## config.mk

```make
export PLATFORM = sky130hd
export DESIGN_NAME = fetch_issue_unit
export DESIGN_NICKNAME = d
export VERILOG_FILES = /design/src/rtl/fetch_issue_unit.sv
export SDC_FILE = /design/constraint.sdc
export NUM_CORES = 1
export LEC_CHECK = 0
export CAP_MARGIN = 40
export CORE_MARGIN = 3
export CORE_UTILIZATION = 45
export DETAILED_ROUTE_END_ITERATION = 16
export PLACE_DENSITY = 0.81
export SKIP_LAST_GASP = 1
export SLEW_MARGIN = 15
export SYNTH_ARGS = -nofsm -noshare
export SYNTH_HDL_FRONTEND = slang
export SYNTH_SLANG_ARGS = --single-unit
```

## constraint.sdc

```tcl
create_clock -name clk -period 2.54 [get_ports clk]
set_input_delay 0.254 -clock clk [delete_from_list [all_inputs] [get_ports clk]]
set_output_delay 0.254 -clock clk [all_outputs]
set_load 0.02 [all_outputs]
```

## src/rtl/fetch_issue_unit.sv

```systemverilog
// Front end of the AsyncARM core: fetches ROM words over a toggle handshake, screens their
// condition codes against CPSR, and issues survivors to decode. Define COND_EVAL_EN to enable condition screening.
module fetch_issue_unit #(
  parameter logic [31:0] RESET_PC   = 32'h0000_0000,
  parameter logic [31:0] RESET_CPSR = 32'h0000_00D3
) (
  input  logic        clk,
  input  logic        reset,
  output logic [31:0] mem_addr,
  output logic        mem_trig,
  input  logic [31:0] mem_data,
  input  logic        mem_ready,
  input  logic        trig_in,
  output logic        ready_out,
  output logic [31:0] data_out,
  input  logic        pc_we,
  input  logic [31:0] pc_wdata,
  input  logic        cpsr_we,
  input  logic [31:0] cpsr_wdata,
  output logic [31:0] pc_out,
  output logic [31:0] cpsr_out
);

  typedef enum logic [1:0] {FETCH, WAIT, CHECK, HOLD} state_t;

  state_t      state;
  logic [31:0] pc;
  logic [31:0] cpsr;
  logic [31:0] word;
  logic        trig_sampled;
  logic        discard;
  logic        check_pass;

`ifdef COND_EVAL_EN
  // Pairs of ARM conditions share a base test; odd codes are the inverse. 4'hE and 4'hF both mean always.
  function automatic logic cond_pass(input logic [3:0] cond, input logic [3:0] nzcv);
    logic n, z, c, v, base;
    n = nzcv[3];
    z = nzcv[2];
    c = nzcv[1];
    v = nzcv[0];
    case (cond[3:1])
      3'd0:    base = z;
      3'd1:    base = c;
      3'd2:    base = n;
      3'd3:    base = v;
      3'd4:    base = c & ~z;
      3'd5:    base = (n == v);
      3'd6:    base = ~z & (n == v);
      default: base = 1'b1;
    endcase
    cond_pass = (cond[3:1] == 3'd7) ? 1'b1 : (base ^ cond[0]);
  endfunction

  assign check_pass = cond_pass(word[31:28], cpsr[31:28]);
`else
  assign check_pass = 1'b1;
`endif

  assign pc_out   = pc;
  assign cpsr_out = cpsr;

  // A redirect while a request is outstanding must still absorb that response, so it is marked for discard.
  always_ff @(posedge clk) begin
    if (reset) begin
      state        <= FETCH;
      pc           <= RESET_PC;
      cpsr         <= RESET_CPSR;
      word         <= 32'h0;
      mem_addr     <= 32'h0;
      mem_trig     <= 1'b0;
      ready_out    <= 1'b0;
      data_out     <= 32'h0;
      trig_sampled <= 1'b0;
      discard      <= 1'b0;
    end else begin
      if (cpsr_we)
        cpsr <= cpsr_wdata;
      if (pc_we) begin
        pc        <= pc_wdata & ~32'h3;
        ready_out <= 1'b0;
        if (state == WAIT && mem_ready != mem_trig) begin
          discard <= 1'b1;
        end else begin
          discard <= 1'b0;
          state   <= FETCH;
        end
      end else begin
        case (state)
          FETCH: begin
            mem_addr <= pc;
            mem_trig <= ~mem_trig;
            state    <= WAIT;
          end
          WAIT: begin
            if (mem_ready == mem_trig) begin
              if (discard) begin
                discard <= 1'b0;
                state   <= FETCH;
              end else begin
                word  <= mem_data;
                pc    <= pc + 32'd4;
                state <= CHECK;
              end
            end
          end
          CHECK: begin
            if (check_pass) begin
              data_out  <= word;
              ready_out <= 1'b1;
              state     <= HOLD;
            end else begin
              state <= FETCH;
            end
          end
          HOLD: begin
            if (trig_in != trig_sampled) begin
              trig_sampled <= trig_in;
              ready_out    <= 1'b0;
              state        <= FETCH;
            end
          end
          default: state <= FETCH;
        endcase
      end
    end
  end

endmodule

```

==> flow_summary.yaml <==
run_status:
  status: "complete, no violations"
route:
  drt_wl_total_mm: 18.5
  top_layer_used: "met4"
  vias_per_cell: 5.13
  drt-met1-wl_mm: 7.94
  wl_met2_mm: 9.11
  drtIter0Drc: 473
  dr_wl_met3_mm: 1.14
  first_pass_iters: 6
  drcViolationCount: 0
  vias: 5995
  wl_per_cell_um: 15.8
  detail-route-antenna-nets: 0
floorplanning:
  coreArea_um2: 13500
  rows: 42
  die_h_um: 125
  die_w_um: 125
  start_util_pct: 47.1
  ios: 232
  die-area_um2: 15600
place:
  place_congestion: 0.801
  port_buffers: 225
  dp_hpwl_mm: 12.9
timing:
  skew_ns: 0.00808
  period_share_pct: 88.2
  worstMarginPinSlew_ns: 0.599
  drv_slew: 0
  setup_viol: 0
  timing.hold.ws_ns: 0.240
  slew_headroom_pct: 59.9
  finalHoldViolations: 0
  grt_setup_unrepaired: "false"
  setup_tns_ns: 0
  min_period_ns: 2.24
  max_freq_mhz: 446
logic_synthesis:
  ys.flop_type: "dfxtp_1"
  synth_edf_count: 0
  synth_warnings: 0
  synthTopCellsByArea: "dfxtp_1 (51%), nand2_1 (13%), a21oi_1 (8.3%)"
  synth_cell_type_count: 42
  async_reset_ff_share_pct: 0
  yosysTopAreaCell: "dfxtp_1"
  ys_seq_area_share_pct: 51.0
  syn_area_per_cell_um2: 8.29
  ys_ff_latch: 162
  syn-instance-count: 767
  syn_area_um2: 6360
  synth_top_area_share_pct: 51.0
critical_path:
  cp-startpoint: "state[0]"
  r2r_start: "state[0]"
  required_ns: 2.88
  critPathArrivalTime_ns: 2.58
  cp-start-kind: "flip-flop"
  cp_cell_sequence: "or3b_1 -> nor4_4 -> nand3_1 -> xor2_1 -> a211oi_1"
  crit_type: "flip-flop to flip-flop"
  crit_fanout: 10
  worstSetupEndpointType: "flip-flop"
  slowest_delay_ns: 0.55
  crit_slowest_cell: "or3b_1"
  reg2reg_depth: 5
run:
  max_cap_violations: 0
global_route:
  grt_max_degree: 65
  grt_pass1_vias: 5629
  grt.total_usage_pct: 23.4
  antenna_found_initial: 0
  grt_pass1_wl_mm: 29.8
  grt_overflow: 0
clock_tree:
  clkLatencyLatePin_ns: 0.42
  cts_max_path_buffers: 2
  htree_levels: 4
  post_cts_buffers: 0
  hold_buffers: 0
  ctsResizeCount: 0
  clk_pin_slew_ns: 0.06
  clock_sinks: 162
  cts_buffers: 17
  cts_tree: "built"
  cts_root_buf: "clkbuf_16"
pwr:
  p_sw_uw: 1570
  p_leak_uw: 0.00340
  clkPwrFrac_pct: 42.8
  p_seq_share_pct: 44.1
  switching_share_pct: 25.3
  combPwrFrac_pct: 13.0
  vdd_drop_max_uv: 564
  power_density_nw_per_um2: 657
  intPower_uw: 4630
final_layout:
  final_cell_mix: "clkdlybuf4s50_1 (223), nand2_1 (219), dfxtp_1 (162)"
  layout.nets: 1082
  mostFrequentLayoutCell: "clkdlybuf4s50_1"
  antenna_cells: 0
  syn_to_final_growth_pct: 48.5
  fill_cells: 1045
  drive_gt1_share_pct: 6.25
hold_path:
  hold_depth: 2
  hp-class: "input port to flip-flop"
  hold_start: "reset"
through the flow:
stage / utilization [%] / instance area, µm² / worst slack, ns / total power, µW / cells
floorplan: - / 6370 / 0.589 / 3160 / 770
global placement: 65.1 / 8800 / 0.402 / 3580 / 1135
detailed placement: 65.3 / 8820 / 0.347 / 3600 / 1136
CTS: 69.9 / 9440 / 0.328 / 6240 / 1168
global route: 69.9 / 9440 / 0.185 / 6420 / 1168
finish: 69.9 / 9440 / 0.299 / 6200 / 1168
synthesized netlist by cell type (2+ instances only):
| library cell | n |
|---|---|
| nand4_1 | 14 |
| a31oi_1 | 2 |
| nand3_1 | 12 |
| nor3_1 | 9 |
| o31a_1 | 4 |
| nand2_1 | 219 |
| xor2_1 | 23 |
| inv_1 | 8 |
| o21ai_0 | 4 |
| nor2_1 | 59 |
| and3_1 | 4 |
| buf_2 | 2 |
| a21oi_1 | 106 |
| buf_1 | 6 |
| nor3b_1 | 3 |
| and4_1 | 4 |
| clkbuf_1 | 41 |
| nor4_4 | 2 |
| dfxtp_1 | 162 |
| mux2i_1 | 33 |
| a211oi_1 | 18 |
| xnor2_1 | 4 |
| nor4_1 | 4 |
| buf_4 | 5 |
| a211oi_2 | 2 |
per-layer routing:
layer	up-vias	track usage (%)
li1	2993	-
met1	2772	29.7
met2	208	39.4
met3	22	6.35
met4	0	6.51
met5	-	0
final cells by class:
cell class	instances	area (µm²)	area share, %
Sequential cell	162	3240	34.4
Multi-Input combinational cell	545	2880	30.5
Timing Repair Buffer	245	2450	26.0
Clock buffer	18	439	4.65
Tap cell	176	220	2.33
Clock inverter	14	178	1.88
Inverter	8	30.0	0.318
power by group through the flow:
stage | logic [µW] | registers [µW] | clock network, µW
2_1_floorplan | 291 | 2870 | 0
3_3_place_gp | 794 | 2790 | 0
4_1_cts | 812 | 2730 | 2700
5_1_grt | 869 | 2750 | 2810
3_5_place_dp | 806 | 2790 | 0
6_report | 808 | 2740 | 2650
flip-flops by register name, summed over array words and instances, names as in the netlist:
name / count
discard: 1
pc_out: 30
cpsr_out: 32
ready_out: 1
mem_addr: 30
trig_sampled: 1
mem_trig: 1
state: 2
data_out: 32
word: 32
cell families after synthesis:
family	Yosys count	share of synthesized area, %
flops	162	51.0
mux	34	5.37
buf+inv	63	4.17
other cells	1	0.0590
compound gates	142	12.7
simple gates	337	22.8
xor+xnor	27	3.72
fa+ha+maj	1	0.197
worst max-delay path, delay by kind of cell (launching register included):
family                    cells  cell delay [ns]
AOI/OAI and AO/OA             1             0.22
xor gates and xnor gates      1             0.19
DFF                           1             0.51
and+or+nand+nor               3             1.25
path summary, 6_finish.rpt:
path,end,slack (ns)
hold reg to reg,data_out[31],0.45
hold / removal,trig_sampled,0.24
setup / recovery,pc_out[20],0.30
setup reg to reg,pc_out[20],0.30
(Power assumes the default switching activity.)
